**config.mk**
```make
export PLATFORM = sky130hd
export DESIGN_NAME = counter_ctrl_input
export DESIGN_NICKNAME = d
export VERILOG_FILES = /design/src/rtl/counter_ctrl_pkg.sv /design/src/rtl/sync_debounce.sv /design/src/rtl/counter_ctrl_input.sv
export SDC_FILE = /design/constraint.sdc
export NUM_CORES = 1
export LEC_CHECK = 0
export ABC_AREA = 0
export CORE_AREA = 2 2 114 116
export CTS_CLUSTER_SIZE = 24
export DETAILED_ROUTE_END_ITERATION = 10
export DIE_AREA = 0 0 116 118
export GPL_TIMING_DRIVEN = 0
export HOLD_SLACK_MARGIN = 0.06
export PLACE_DENSITY = 0.66
export SLEW_MARGIN = 15
export SYNTH_ARGS = -nofsm -noshare
export SYNTH_HDL_FRONTEND = slang
export SYNTH_SLANG_ARGS = --single-unit
```
**constraint.sdc**
```tcl
create_clock -name clk -period 4.1 [get_ports clk]
set_clock_uncertainty 0.1 [all_clocks]
set_input_delay 0.82 -clock clk [delete_from_list [all_inputs] [get_ports clk]]
set_output_delay 0.82 -clock clk [all_outputs]
set_load 0.02 [all_outputs]
```
**src/rtl/counter_ctrl_pkg.sv**
```systemverilog
// Shared types and helpers for the counter-group control front-end.
// Defines event and FSM encodings, the pending-count limit and the quadrature step lookup.
package counter_ctrl_pkg;

    typedef enum logic [2:0] {
        EV_NONE,
        EV_CLR,
        EV_NEXT,
        EV_PREV,
        EV_INC_FWD,
        EV_INC_REV
    } ctrl_event_t;

    typedef enum logic [1:0] {
        ST_IDLE,
        ST_SETUP,
        ST_PULSE,
        ST_GAP
    } emit_state_t;

    typedef enum logic [1:0] {
        Q_NONE,
        Q_FWD,
        Q_REV,
        Q_ERR
    } quad_step_t;

    localparam int PEND_MAX = 15;

    // Gray {A,B} -> wheel position 0..3; the position delta modulo 4 gives the step.
    function automatic quad_step_t quad_step(input logic [1:0] prev_ab, input logic [1:0] cur_ab);
        logic [1:0] delta;
        delta = {cur_ab[1], ^cur_ab} - {prev_ab[1], ^prev_ab};
        case (delta)
            2'd0:    quad_step = Q_NONE;
            2'd1:    quad_step = Q_FWD;
            2'd3:    quad_step = Q_REV;
            default: quad_step = Q_ERR;
        endcase
    endfunction

endpackage

```
**src/rtl/sync_debounce.sv**
```systemverilog
// Two-flop synchronizer followed by a debounce counter.
// The output takes the new level only after DEBOUNCE_CYCLES consecutive differing samples.
module sync_debounce #(
    parameter int DEBOUNCE_CYCLES = 50000
) (
    input  logic clk,
    input  logic rst_n,
    input  logic din,
    output logic dout
);

    localparam int CW = (DEBOUNCE_CYCLES > 1) ? $clog2(DEBOUNCE_CYCLES) : 1;
    localparam logic [CW-1:0] CNT_LAST = CW'(DEBOUNCE_CYCLES - 1);

    logic [1:0]    sync_q;
    logic [CW-1:0] cnt;

    always_ff @(posedge clk or negedge rst_n) begin
        if (!rst_n) begin
            sync_q <= '0;
            cnt    <= '0;
            dout   <= 1'b0;
        end else begin
            sync_q <= {sync_q[0], din};
            if (sync_q[1] == dout) begin
                cnt <= '0;
            end else if (cnt == CNT_LAST) begin
                dout <= sync_q[1];
                cnt  <= '0;
            end else begin
                cnt <= cnt + 1'b1;
            end
        end
    end

endmodule

```
**src/rtl/counter_ctrl_input.sv**
```systemverilog
// Operator-control front-end: debounces encoder and buttons, decodes detents and
// emits non-overlapping selector/incrementor/clr strobes with reverse set up and held.
module counter_ctrl_input
    import counter_ctrl_pkg::*;
#(
    parameter int DEBOUNCE_CYCLES = 50000,
    parameter int PULSE_CYCLES    = 4,
    parameter int GAP_CYCLES      = 4,
    parameter int DETENT_STEPS    = 4
) (
    input  logic clk,
    input  logic rst_n,
    input  logic enc_a,
    input  logic enc_b,
    input  logic btn_next,
    input  logic btn_prev,
    input  logic btn_clr,
    output logic selector,
    output logic incrementor,
    output logic clr,
    output logic reverse,
    output logic busy,
    output logic enc_err,
    output logic drop
);

    localparam int AW = $clog2(DETENT_STEPS + 1) + 1;
    localparam logic signed [AW-1:0] ACC_TOP = AW'(DETENT_STEPS - 1);
    localparam logic signed [AW-1:0] ACC_BOT = AW'(1 - DETENT_STEPS);
    localparam logic signed [4:0]    PEND_HI = 5'(PEND_MAX);
    localparam logic signed [4:0]    PEND_LO = 5'(-PEND_MAX);
    localparam int CNT_MAX = (PULSE_CYCLES > GAP_CYCLES) ? PULSE_CYCLES : GAP_CYCLES;
    localparam int CW = (CNT_MAX > 1) ? $clog2(CNT_MAX) : 1;
    localparam logic [CW-1:0] PULSE_LAST = CW'(PULSE_CYCLES - 1);
    localparam logic [CW-1:0] GAP_LAST   = CW'(GAP_CYCLES - 1);

    // Bit order: {A, B, next, prev, clr}
    logic [4:0] raw_in;
    logic [4:0] db;
    assign raw_in = {enc_a, enc_b, btn_next, btn_prev, btn_clr};

    for (genvar i = 0; i < 5; i++) begin : g_db
        sync_debounce #(.DEBOUNCE_CYCLES(DEBOUNCE_CYCLES)) u_db (
            .clk  (clk),
            .rst_n(rst_n),
            .din  (raw_in[i]),
            .dout (db[i])
        );
    end

    logic [1:0]           ab_q;
    logic [2:0]           btn_q;
    logic [2:0]           btn_rise;
    quad_step_t           step;
    logic signed [AW-1:0] acc;
    logic                 det_fwd;
    logic                 det_rev;

    assign step     = quad_step(ab_q, db[4:3]);
    assign btn_rise = db[2:0] & ~btn_q;
    assign det_fwd  = (step == Q_FWD) && (acc == ACC_TOP);
    assign det_rev  = (step == Q_REV) && (acc == ACC_BOT);

    always_ff @(posedge clk or negedge rst_n) begin
        if (!rst_n) begin
            ab_q    <= '0;
            btn_q   <= '0;
            acc     <= '0;
            enc_err <= 1'b0;
        end else begin
            ab_q    <= db[4:3];
            btn_q   <= db[2:0];
            enc_err <= (step == Q_ERR);
            if (det_fwd || det_rev) begin
                acc <= '0;
            end else if (step == Q_FWD) begin
                acc <= acc + 1'b1;
            end else if (step == Q_REV) begin
                acc <= acc - 1'b1;
            end
        end
    end

    logic              pend_clr;
    logic              pend_next;
    logic              pend_prev;
    logic signed [4:0] pend_cnt;
    logic signed [4:0] pend_after_take;
    logic              take_clr;
    logic              take_sel;
    logic              take_inc;
    logic              next_set;
    logic              prev_set;

    assign next_set = btn_rise[2] | (pend_next & ~take_sel);
    assign prev_set = btn_rise[1] | (pend_prev & ~take_sel);

    always_comb begin
        pend_after_take = pend_cnt;
        if (take_inc) begin
            pend_after_take = (pend_cnt > 5'sd0) ? pend_cnt - 5'sd1 : pend_cnt + 5'sd1;
        end
    end

    // The event taken this cycle is removed before the new detent is applied,
    // so saturation is judged against what actually remains queued.
    always_ff @(posedge clk or negedge rst_n) begin
        if (!rst_n) begin
            pend_clr  <= 1'b0;
            pend_next <= 1'b0;
            pend_prev <= 1'b0;
            pend_cnt  <= '0;
            drop      <= 1'b0;
        end else begin
            pend_clr  <= btn_rise[0] | (pend_clr & ~take_clr);
            pend_next <= next_set & ~prev_set;
            pend_prev <= prev_set & ~next_set;
            pend_cnt  <= pend_after_take;
            drop      <= 1'b0;
            if (det_fwd) begin
                if (pend_after_take == PEND_HI) drop <= 1'b1;
                else pend_cnt <= pend_after_take + 5'sd1;
            end else if (det_rev) begin
                if (pend_after_take == PEND_LO) drop <= 1'b1;
                else pend_cnt <= pend_after_take - 5'sd1;
            end
        end
    end

    emit_state_t   state, state_n;
    ctrl_event_t   ev, ev_n;
    logic [CW-1:0] cnt, cnt_n;
    logic          reverse_n;
    logic          sel_n;
    logic          inc_n;
    logic          clr_n;

    always_comb begin
        state_n   = state;
        ev_n      = ev;
        cnt_n     = cnt;
        reverse_n = reverse;
        take_clr  = 1'b0;
        take_sel  = 1'b0;
        take_inc  = 1'b0;
        case (state)
            ST_IDLE: begin
                if (pend_clr) begin
                    ev_n     = EV_CLR;
                    take_clr = 1'b1;
                    state_n  = ST_SETUP;
                end else if (pend_next) begin
                    ev_n      = EV_NEXT;
                    take_sel  = 1'b1;
                    reverse_n = 1'b0;
                    state_n   = ST_SETUP;
                end else if (pend_prev) begin
                    ev_n      = EV_PREV;
                    take_sel  = 1'b1;
                    reverse_n = 1'b1;
                    state_n   = ST_SETUP;
                end else if (pend_cnt != 5'sd0) begin
                    take_inc  = 1'b1;
                    ev_n      = (pend_cnt > 5'sd0) ? EV_INC_FWD : EV_INC_REV;
                    reverse_n = (pend_cnt < 5'sd0);
                    state_n   = ST_SETUP;
                end
            end
            ST_SETUP: begin
                state_n = ST_PULSE;
                cnt_n   = '0;
            end
            ST_PULSE: begin
                if (cnt == PULSE_LAST) begin
                    state_n = ST_GAP;
                    cnt_n   = '0;
                end else begin
                    cnt_n = cnt + 1'b1;
                end
            end
            ST_GAP: begin
                if (cnt == GAP_LAST) begin
                    state_n = ST_IDLE;
                    ev_n    = EV_NONE;
                end else begin
                    cnt_n = cnt + 1'b1;
                end
            end
            default: state_n = ST_IDLE;
        endcase
        sel_n = (state_n == ST_PULSE) && ((ev_n == EV_NEXT) || (ev_n == EV_PREV));
        inc_n = (state_n == ST_PULSE) && ((ev_n == EV_INC_FWD) || (ev_n == EV_INC_REV));
        clr_n = (state_n == ST_PULSE) && (ev_n == EV_CLR);
    end

    always_ff @(posedge clk or negedge rst_n) begin
        if (!rst_n) begin
            state       <= ST_IDLE;
            ev          <= EV_NONE;
            cnt         <= '0;
            reverse     <= 1'b0;
            selector    <= 1'b0;
            incrementor <= 1'b0;
            clr         <= 1'b0;
            busy        <= 1'b0;
        end else begin
            state       <= state_n;
            ev          <= ev_n;
            cnt         <= cnt_n;
            reverse     <= reverse_n;
            selector    <= sel_n;
            incrementor <= inc_n;
            clr         <= clr_n;
            busy        <= (state_n != ST_IDLE);
        end
    end

endmodule

```
==> results.py, run 1 <==
metrics = {
    "critical_path": {
        "crit_fanout": 8,
        "rr_worst_depth": 9,
        "cpLargestDelayFamily": "simple AND/OR/NAND/NOR gates",
        "crit_required_ns": 4.29,
        "cp_num_buf_inv": 0,
        "cpMostUsedCell": "a21oi_1",
        "r2r_end": "pend_cnt[4]$_DFF_PN0_",
        "worstPathArrival_ns": 3.90,
        "slowest_delay_ns": 0.68,
        "regToRegSetupSlack_ns": 0.38,
        "timing.rr.start": "pend_cnt[0]$_DFF_PN0_",
        "cp_cell_sequence": "nor4_1 -> nor2_1 -> ha_1 -> a21oi_1 -> a21oi_1 -> o31ai_1 -> nand4_1 -> o211a_1 -> or3_1",
        "worstSetupPathType": "flop to flop",
        "startpoint_type": "flop",
        "cp_slowest_cell": "nor4_1",
        "setup.worst_path.end_class": "flop",
    },
    "timing": {
        "whs_ns": 0.2450,
        "tightest_slew_ns": 0.7165,
        "fmax_mhz": 269.2,
        "min_period_ns": 3.715,
        "hold_viol": 0,
        "slew_violations": 0,
        "setup_viol": 0,
        "grt_setup_unrepaired": "no",
        "period_share_pct": 90.61,
        "relSlewSlack_pct": 51.79,
    },
    "worst_hold_path": {
        "hold_start": "g_db[2].u_db.sync_q[0]$_DFF_PN0_",
        "min_path_type": "flop to flop",
        "holdPathEnd": "g_db[2].u_db.sync_q[1]$_DFF_PN0_",
        "min_path_cells": 0,
    },
    "floorplanning": {
        "dieHeight_um": 118,
        "die_w_um": 116,
        "dieArea_sq_um": 13690,
        "core_area_sq_um": 12410,
        "ios": 14,
        "num_rows": 41,
        "start_util_pct": 49.24,
    },
    "route": {
        "initialDrtViolationCount": 259,
        "drt-wirelength-per-cell_um": 12.86,
        "wl_mm": 10.65,
        "vias_per_cell": 5.159,
        "num_vias": 4272,
        "route.detailed.drc": 0,
        "dr.pass1.iters": 4,
        "ant_nets": 0,
    },
    "cells_and_area": {
        "final_cells": 828,
        "drive_above_1_share_pct": 7.165,
        "fin_area_sq_um": 7081,
        "nFillCells": 1107,
        "fin_util_pct": 57.03,
        "fin_nets": 671,
        "diodes": 0,
        "syn2layout_area_growth_pct": 15.82,
    },
    "place": {
        "io_buffers": 13,
        "placed_cell_area_sq_um": 6487,
        "routabilityCongestion": 0.8551,
        "place.detailed.hpwl_mm": 7.267,
        "dp_cells": 796,
    },
    "synth": {
        "syn-cell-area_sq_um": 6113,
        "post-synth-top-count-cell": "dfrtp_1",
        "synth.avg_cell_area_sq_um": 10.02,
        "synth_seq_cells": 126,
        "yosys.area.top_type_share_pct": 51.58,
        "syn_inst": 610,
        "synth_commonest_cells": "dfrtp_1 (126), nor2_1 (112), nand2_1 (54)",
        "synthArstFlopShare_pct": 100.0,
        "yosys.area.top_type": "dfrtp_1",
        "synth_edf_count": 0,
        "yosysWarnings": 0,
        "synth-main-ff-cell": "dfrtp_1",
        "netlist_top_cells_area": "dfrtp_1 (52%), xor2_1 (7.0%), nor2_1 (6.9%), xnor2_1 (4.9%), ha_1 (3.9%)",
        "synth_cell_types": 53,
        "syn_nets": 638,
        "synth_seq_area_share_pct": 51.58,
    },
    "global_routing": {
        "grt_pass1_vias": 4389,
        "grt_max_degree": 65,
        "grt_pass1_wl_mm": 19.49,
        "grt_antenna_before_repair": 0,
        "grt_overflow": 0,
        "grt_usage_pct": 17.60,
    },
    "clock_tree": {
        "cts-root-buf": "clkbuf_16",
        "ctsHoldBuffers": 0,
        "clk_latency_ns": 0.41,
        "cts.sink_count": 126,
        "numCtsBuffers": 17,
        "path_clk_slew_ns": 0.06,
        "cts_setup_buffers": 0,
        "cts.path.max_buffers": 2,
        "cts_tree": "done",
        "cts-resized-gates": 0,
        "cts_max_level": 4,
    },
    "power_and_ir_drop": {
        "p_leak_nw": 3.252,
        "ir_drop_mv": 0.2884,
        "cellPowerDensity_nw_per_um2": 400.0,
    },
    "job": {
        "max_cap_violations": 0,
    },
    "status": {
        "outcome": "finished clean",
    },
}
[state kept, by name, indices dropped and copies added (netlist names)]
signal and count:
ab_q 2, acc 4, btn_q 3, busy 1
clr 1, cnt 2, drop 1, enc_err 1
ev 3, g_db.u_db.cnt 80, g_db.u_db.dout 5, g_db.u_db.sync_q 10
incrementor 1, pend_clr 1, pend_cnt 5, pend_next 1
pend_prev 1, reverse 1, selector 1, state 2
[kinds of logic (layout without fill, tap and decap cells)]
group | after synthesis | count (layout) | share of synthesized area [%]
flip-flops | 126 | 126 | 51.58
AND/OR/NAND/NOR | 286 | 286 | 22.29
AO/OA/AOI/OAI | 52 | 52 | 5.874
adder cells (fa/ha/maj) | 21 | 21 | 4.544
multiplexers | 7 | 7 | 1.330
XOR/XNOR | 84 | 84 | 12.26
buffers and inverters | 34 | 80 | 2.128
[stage by stage]
step	power (mW)	worst slack [ns]	setup TNS, ns
finish	2.832	0.3850	0
global route	2.944	0.2951	0
CTS	2.869	0.5207	0
detailed placement	1.365	0.5681	0
global placement	1.359	-2.760	-346.25
floorplan	1.320	1.168	0
[layout by cell type (no fill, tap or decap), types with 17 or more instances in the layout]
cell and n:
nand2_1 54, ha_1 19, xor2_1 49, nor3_1 21
nand4_1 18, and3_1 25, clkbuf_16 17, nand3_1 25
nor2_1 112, inv_1 23, dfrtp_1 126, xnor2_1 34
[area by class of cell]
cell class	instances	area [sq um]	area share, %
flip-flops and latches	126	3153	44.53
plain buffers	11	43.79	0.6185
multi-input cells	450	2830	39.97
repair buffers	14	158.9	2.244
well taps	172	215.2	3.039
inverters	23	86.33	1.219
clock inverters	10	138.9	1.961
clock buffers	22	454.2	6.415
[how the worst max path moves through the flow]
stage	start	to	cells after the start
2_1_floorplan	pend_cnt[0]$_DFF_PN0_	pend_cnt[4]$_DFF_PN0_	9
3_3_place_gp	rst_n	g_db[4].u_db.cnt[11]$_DFF_PN0_	1
3_5_place_dp	pend_cnt[0]$_DFF_PN0_	pend_cnt[4]$_DFF_PN0_	9
4_1_cts	pend_cnt[0]$_DFF_PN0_	pend_cnt[4]$_DFF_PN0_	9
5_1_grt	pend_cnt[0]$_DFF_PN0_	pend_cnt[4]$_DFF_PN0_	9
6_report	pend_cnt[0]$_DFF_PN0_	pend_cnt[4]$_DFF_PN0_	9
[worst reg2reg max path: stages (launching register included)]
cell     delay, ns
dfrtp_1       0.47
nor4_1        0.69
nor2_1        0.23
ha_1          0.39
a21oi_1       0.20
a21oi_1       0.11
o31ai_1       0.59
nand4_1       0.28
o211a_1       0.20
or3_1         0.34
[where the power goes]
group | internal (mW) | switching, mW | total [mW]
Sequential | 1.26 | 0.0128 | 1.27
Combinational | 0.0214 | 0.0449 | 0.0662
Clock | 0.970 | 0.521 | 1.49
Total | 2.25 | 0.579 | 2.83
[metal layers]
layer / share of wire [%] / GRT usage, % / up-vias
met5: 0 / 0 / -
met4: 0.75 / 5.729 / 0
met3: 2.6 / 5.561 / 6
met2: 49 / 28.07 / 34
met1: 48 / 22.75 / 2095
li1: - / - / 2137
Note: power is estimated with default switching activity, not from simulation.
==> run 2: changes to the inputs <==
Settings changed: CAP_MARGIN from default to 20, GPL_TIMING_DRIVEN 0 to default, SLEW_MARGIN 15 to 20.
==> run 2 against run 1 <==
Effect of this change: die area unchanged; largest cell class unchanged; cell count decreased by 1.1%; largest power group unchanged; count of clock-buffer cells in the layout decreased by 4; register-to-register slack improved by 0.39 ns; core utilization decreased by 0.46 points; power decreased by 0.59%; sequential cell count unchanged; combinational power decreased by 3.3%; via count decreased by 0.37%; global-route usage decreased by 0.26 points; sequential power about the same; worst setup slack improved by 0.39 ns.
==> results.py, run 2 (synthesis results as in run 1) <==
metrics = {
    "floorplanning": {
        "start_util_pct": 49.24,
        "ios": 14,
        "num_rows": 41,
        "core_area_sq_um": 12410,
        "dieHeight_um": 118,
        "die_w_um": 116,
        "dieArea_sq_um": 13690,
    },
    "timing": {
        "tns_ns": 0,
        "grt_setup_unrepaired": "no",
        "tightest_slew_ns": 0.7176,
        "setup_slack_ns": 0.7799,
        "slew_violations": 0,
        "relSlewSlack_pct": 52.16,
        "fmax_mhz": 301.2,
        "min_period_ns": 3.320,
        "hold_viol": 0,
        "setup_viol": 0,
        "period_share_pct": 80.98,
        "whs_ns": 0.2503,
    },
    "route": {
        "vias_per_cell": 5.197,
        "drt-wirelength-per-cell_um": 13.04,
        "top_layer": "met4",
        "wl_met3_um": 308,
        "initialDrtViolationCount": 298,
        "met1_length_mm": 5.199,
        "dr.pass1.iters": 4,
        "num_vias": 4256,
        "route.detailed.drc": 0,
        "wl_mm": 10.68,
        "ant_nets": 0,
        "met2_length_mm": 5.029,
    },
    "global_routing": {
        "grt_antenna_before_repair": 0,
        "grt_overflow": 0,
        "grt_pass1_vias": 4320,
        "grt_pass1_wl_mm": 19.20,
        "grt_usage_pct": 17.35,
        "grt_max_degree": 59,
    },
    "power_and_ir_drop": {
        "internal-power_mw": 2.187,
        "p_sw_share_pct": 22.34,
        "p_switching_uw": 629.0,
        "power_frac_seq_pct": 45.2,
        "combPwrFrac_pct": 2.3,
        "cellPowerDensity_nw_per_um2": 400.9,
        "p_leak_nw": 3.222,
        "ir_drop_mv": 0.3203,
        "power.share.clock_pct": 52.5,
    },
    "clock_tree": {
        "cts-root-buf": "clkbuf_16",
        "clk_latency_ns": 0.41,
        "numCtsBuffers": 17,
        "cts-resized-gates": 0,
        "cts.path.max_buffers": 2,
        "cts_tree": "done",
        "cts_setup_buffers": 0,
        "cts_max_level": 4,
        "cts.sink_count": 126,
        "path_clk_slew_ns": 0.06,
        "ctsHoldBuffers": 0,
    },
    "cells_and_area": {
        "syn2layout_area_growth_pct": 14.88,
        "largest_reg_flops": 80,
        "fin_nets": 662,
        "largest-register": "g_db.u_db.cnt",
        "diodes": 0,
        "nFillCells": 1070,
        "mostFrequentLayoutCells": "dfrtp_1 (126), nor2_1 (112), nand2_1 (54)",
        "mostFrequentLayoutCell": "dfrtp_1",
        "final_cells": 819,
        "drive_above_1_share_pct": 7.728,
        "reg.largest.list": "g_db.u_db.cnt: 80 flops, g_db.u_db.sync_q: 10 flops",
    },
    "critical_path": {
        "startpoint_type": "flop",
        "worstSetupPathType": "flop to flop",
        "worstPathArrival_ns": 3.51,
        "crit_fanout": 8,
        "setup.worst_path.end_class": "flop",
        "crit_required_ns": 4.29,
    },
    "place": {
        "dp_slack_ns": 0.7919,
        "place.detailed.hpwl_mm": 7.324,
        "routabilityCongestion": 0.8551,
        "dp_cells": 787,
        "io_buffers": 13,
    },
    "status": {
        "outcome": "finished clean",
    },
    "worst_hold_path": {
        "min_path_type": "flop to flop",
    },
    "job": {
        "max_cap_violations": 0,
    },
}
-- run 2: cell count changes in the layout (fill, tap and decap cells not counted), sizes merged --
| cell | delta |
|---|---|
| bufinv | -1 |
| clkbuf | -13 |
| clkinv | -4 |
| clkinvlp | +3 |
| inv | +6 |
-- run 2: worst paths after layout --
check	start	endpoint	slack [ns]	cells past startpoint
hold / removal	g_db[4].u_db.sync_q[0]$_DFF_PN0_	g_db[4].u_db.sync_q[1]$_DFF_PN0_	0.25	0
hold reg to reg	g_db[4].u_db.sync_q[0]$_DFF_PN0_	g_db[4].u_db.sync_q[1]$_DFF_PN0_	0.25	0
setup / recovery	pend_cnt[0]$_DFF_PN0_	pend_cnt[4]$_DFF_PN0_	0.78	9
min in group asynchronous	rst_n	g_db[0].u_db.cnt[12]$_DFF_PN0_	0.35	1
setup reg to reg	pend_cnt[0]$_DFF_PN0_	pend_cnt[4]$_DFF_PN0_	0.78	9
max in group asynchronous	rst_n	drop$_DFF_PN0_	2.69	2
-- run 2: area by class of cell --
class                   count  area, sq um  share of cell area (%)
flip-flops and latches    126         3153                   44.90
multi-input cells         450         2830                   40.30
clock buffers              18        429.2                   6.111
well taps                 172        215.2                   3.064
clock inverters            14        158.9                   2.263
repair buffers             16        150.1                   2.138
inverters                  23        86.33                   1.229
-- run 2: power groups by stage --
stage / Combinational (mW) / Clock [mW] / Sequential (mW)
4_1_cts: 0.0672 / 1.51 / 1.27
5_1_grt: 0.0757 / 1.58 / 1.28
2_1_floorplan: 0.0272 / 0 / 1.29
6_report: 0.0640 / 1.48 / 1.27
3_3_place_gp: 0.0644 / 0 / 1.29
3_5_place_dp: 0.0663 / 0 / 1.30
-- run 2: worst max-delay path, stage by stage (launching register included) --
cell and delay [ns]:
dfrtp_1 0.47, nor4_1 0.48, nor2_1 0.18, ha_1 0.38
a21oi_1 0.20, a21oi_1 0.11, o31ai_1 0.51, nand4_1 0.24
o211a_1 0.18, or3_1 0.33
-- run 2: stage by stage --
| stage | util (%) | total power [mW] | instance area, sq um |
|---|---|---|---|
| floorplan | - | 1.320 | 6113 |
| global placement | 51.83 | 1.359 | 6435 |
| detailed placement | 51.83 | 1.362 | 6435 |
| CTS | 56.57 | 2.856 | 7023 |
| global route | 56.57 | 2.930 | 7023 |
| finish | 56.57 | 2.816 | 7023 |
-- run 2: metal layers --
| layer | global-route usage (%) | vias to the layer above |
|---|---|---|
| met5 | 0 | - |
| met4 | 7.143 | 0 |
| met3 | 4.840 | 10 |
| met2 | 27.01 | 44 |
| met1 | 22.75 | 2078 |
| li1 | - | 2124 |
==> run 3: changes to the inputs <==
Settings changed: PLACE_DENSITY 0.66 to 0.68.
Clock period 4.1 ns to 2.75 ns, I/O delays scaled along.
==> run 3 against run 2 <==
Effect of this change: the flow now finishes with violations (negative setup slack); first-iteration DRC count is 6.4% lower; cell area is 5.3% higher; sequential share of layout area is 2.2 points lower; clock power grew 61%; hold slack got worse by 0.0043 ns; non-clock buffer count up 24; critical path type unchanged; die area stayed put; combinational power rose by 51%; sequential cell count did not move; worst setup slack got worse by 0.83 ns.
==> results.py, run 3 (synthesis results as in run 1) <==
metrics = {
    "route": {
        "ant_nets": 0,
        "dr.pass1.iters": 4,
        "vias_per_cell": 5.186,
        "route.detailed.drc": 0,
        "initialDrtViolationCount": 279,
        "num_vias": 4372,
        "wl_mm": 11.42,
        "drt-wirelength-per-cell_um": 13.55,
    },
    "clock_tree": {
        "cts_max_level": 4,
        "cts_tree": "done",
        "clk_latency_ns": 0.42,
        "cts.path.max_buffers": 2,
        "numCtsBuffers": 17,
        "cts.sink_count": 126,
        "cts-root-buf": "clkbuf_16",
        "path_clk_slew_ns": 0.06,
    },
    "critical_path": {
        "worstPathArrival_ns": 2.99,
        "crit_fanout": 4,
        "startpoint_type": "flop",
        "crit_required_ns": 2.94,
        "setup.worst_path.end_class": "flop",
        "worstSetupPathType": "flop to flop",
    },
    "cells_and_area": {
        "nFillCells": 1051,
        "syn2layout_area_growth_pct": 20.98,
        "largest_reg_flops": 80,
        "final_cells": 843,
        "mostFrequentLayoutCells": "dfrtp_1 (124), nor2_1 (110), nand2_1 (54)",
        "fin_util_pct": 59.57,
        "diodes": 0,
        "drive_above_1_share_pct": 13.71,
        "reg.largest.list": "g_db.u_db.cnt: 80 flops, g_db.u_db.sync_q: 10 flops",
        "mostFrequentLayoutCell": "dfrtp_1",
        "largest-register": "g_db.u_db.cnt",
        "fin_nets": 686,
    },
    "timing": {
        "setup_slack_ns": -0.05246,
        "fmax_mhz": 356.8,
        "whs_ns": 0.2459,
        "relSlewSlack_pct": 64.34,
        "period_share_pct": 101.9,
        "min_period_ns": 2.802,
        "slew_violations": 0,
        "hold_viol": 0,
        "tightest_slew_ns": 0.5293,
        "setup_viol": 2,
        "tns_ns": -0.07057,
        "grt_setup_unrepaired": "yes",
    },
    "floorplanning": {
        "die_w_um": 116,
        "dieArea_sq_um": 13690,
        "core_area_sq_um": 12410,
        "dieHeight_um": 118,
        "start_util_pct": 49.24,
        "num_rows": 41,
        "ios": 14,
    },
    "status": {
        "outcome": "complete, but fails checks",
        "violations": "negative setup slack",
    },
    "worst_hold_path": {
        "min_path_type": "flop to flop",
    },
    "global_routing": {
        "grt_max_degree": 51,
        "grt_usage_pct": 18.30,
        "grt_pass1_vias": 4439,
        "grt_pass1_wl_mm": 19.88,
        "grt_antenna_before_repair": 0,
        "grt_overflow": 0,
    },
    "place": {
        "io_buffers": 13,
        "dp_slack_ns": -0.1773,
        "place.detailed.hpwl_mm": 7.802,
        "dp_cells": 803,
        "routabilityCongestion": 0.8349,
    },
    "power_and_ir_drop": {
        "ir_drop_mv": 0.4731,
        "cellPowerDensity_nw_per_um2": 591.1,
        "p_leak_nw": 3.381,
    },
    "job": {
        "max_cap_violations": 0,
    },
}
-- run 3: cell types whose count changed in the layout (fill, tap and decap cells not counted), sizes merged --
cell and change:
buf +23, inv -5, clkinvlp -2, bufinv +2
clkinv +1, dlygate4sd3 +1, clkbuf +4
-- run 3: path summary, 6_finish.rpt --
kind | from | slack [ns] | depth (start not counted) | to
min in group asynchronous | rst_n | 0.56 | 2 | g_db[2].u_db.cnt[1]$_DFF_PN0_
min | g_db[2].u_db.sync_q[0]$_DFF_PN0_ | 0.25 | 0 | g_db[2].u_db.sync_q[1]$_DFF_PN0_
max in group asynchronous | rst_n | 1.33 | 3 | g_db[0].u_db.sync_q[0]$_DFF_PN0_
max | pend_cnt[0]$_DFF_PN0_ | -0.05 | 9 | pend_cnt[4]$_DFF_PN0_
max reg2reg | pend_cnt[0]$_DFF_PN0_ | -0.05 | 9 | pend_cnt[4]$_DFF_PN0_
min reg2reg | g_db[2].u_db.sync_q[0]$_DFF_PN0_ | 0.25 | 0 | g_db[2].u_db.sync_q[1]$_DFF_PN0_
-- run 3: power by group --
part / switching, mW / leakage [nW] / internal, mW / total, mW
Clock: 0.789 / 0.307 / 1.59 / 2.38
Sequential: 0.0187 / 1.72 / 1.88 / 1.90
Combinational: 0.0656 / 1.35 / 0.0313 / 0.0969
Total: 0.874 / 3.38 / 3.50 / 4.37
-- run 3: metal layers --
metal | track usage, % | vias up | wire, um
met4 | 8.333 | 0 | 248
met1 | 22.75 | 2132 | 5209
li1 | - | 2171 | -
met2 | 29.24 | 45 | 5636
met3 | 5.407 | 24 | 326
met5 | 0 | - | 0
-- run 3: what timing repair did --
| item | CTS | global route |
|---|---|---|
| setup endpoints to repair | 6 | 9 |
| hold buffers | 1 | 0 |
| endpoints found under the hold margin | 39 | 0 |
| resized for setup | 6 | 17 |
| pin swaps | 3 | 10 |
| buffers inserted | 3 | 4 |
-- run 3: metrics by stage --
step | cell area (sq um) | total power, mW
after floorplan | 6133 | 1.968
after global placement | 6588 | 2.027
after detailed placement | 6588 | 2.032
after CTS | 7276 | 4.430
after global routing | 7396 | 4.531
final | 7396 | 4.372
-- run 3: critical path, cell delays in order (launching register included) --
cell,delay (ns)
dfrtp_2,0.45
nor4_4,0.35
nor2_2,0.09
ha_1,0.37
a21oi_2,0.22
a21oi_2,0.10
o31ai_4,0.30
nand4_1,0.18
o211a_1,0.17
or3_1,0.34
-- run 3: area by class of cell --
cell class / count / area [sq um] / share of cell area (%)
repair buffers: 40 / 349.1 / 4.720
clock buffers: 22 / 474.2 / 6.412
multi-input cells: 450 / 2957 / 39.98
well taps: 172 / 215.2 / 2.910
flip-flops and latches: 126 / 3156 / 42.67
clock inverters: 10 / 158.9 / 2.149
inverters: 23 / 86.33 / 1.167
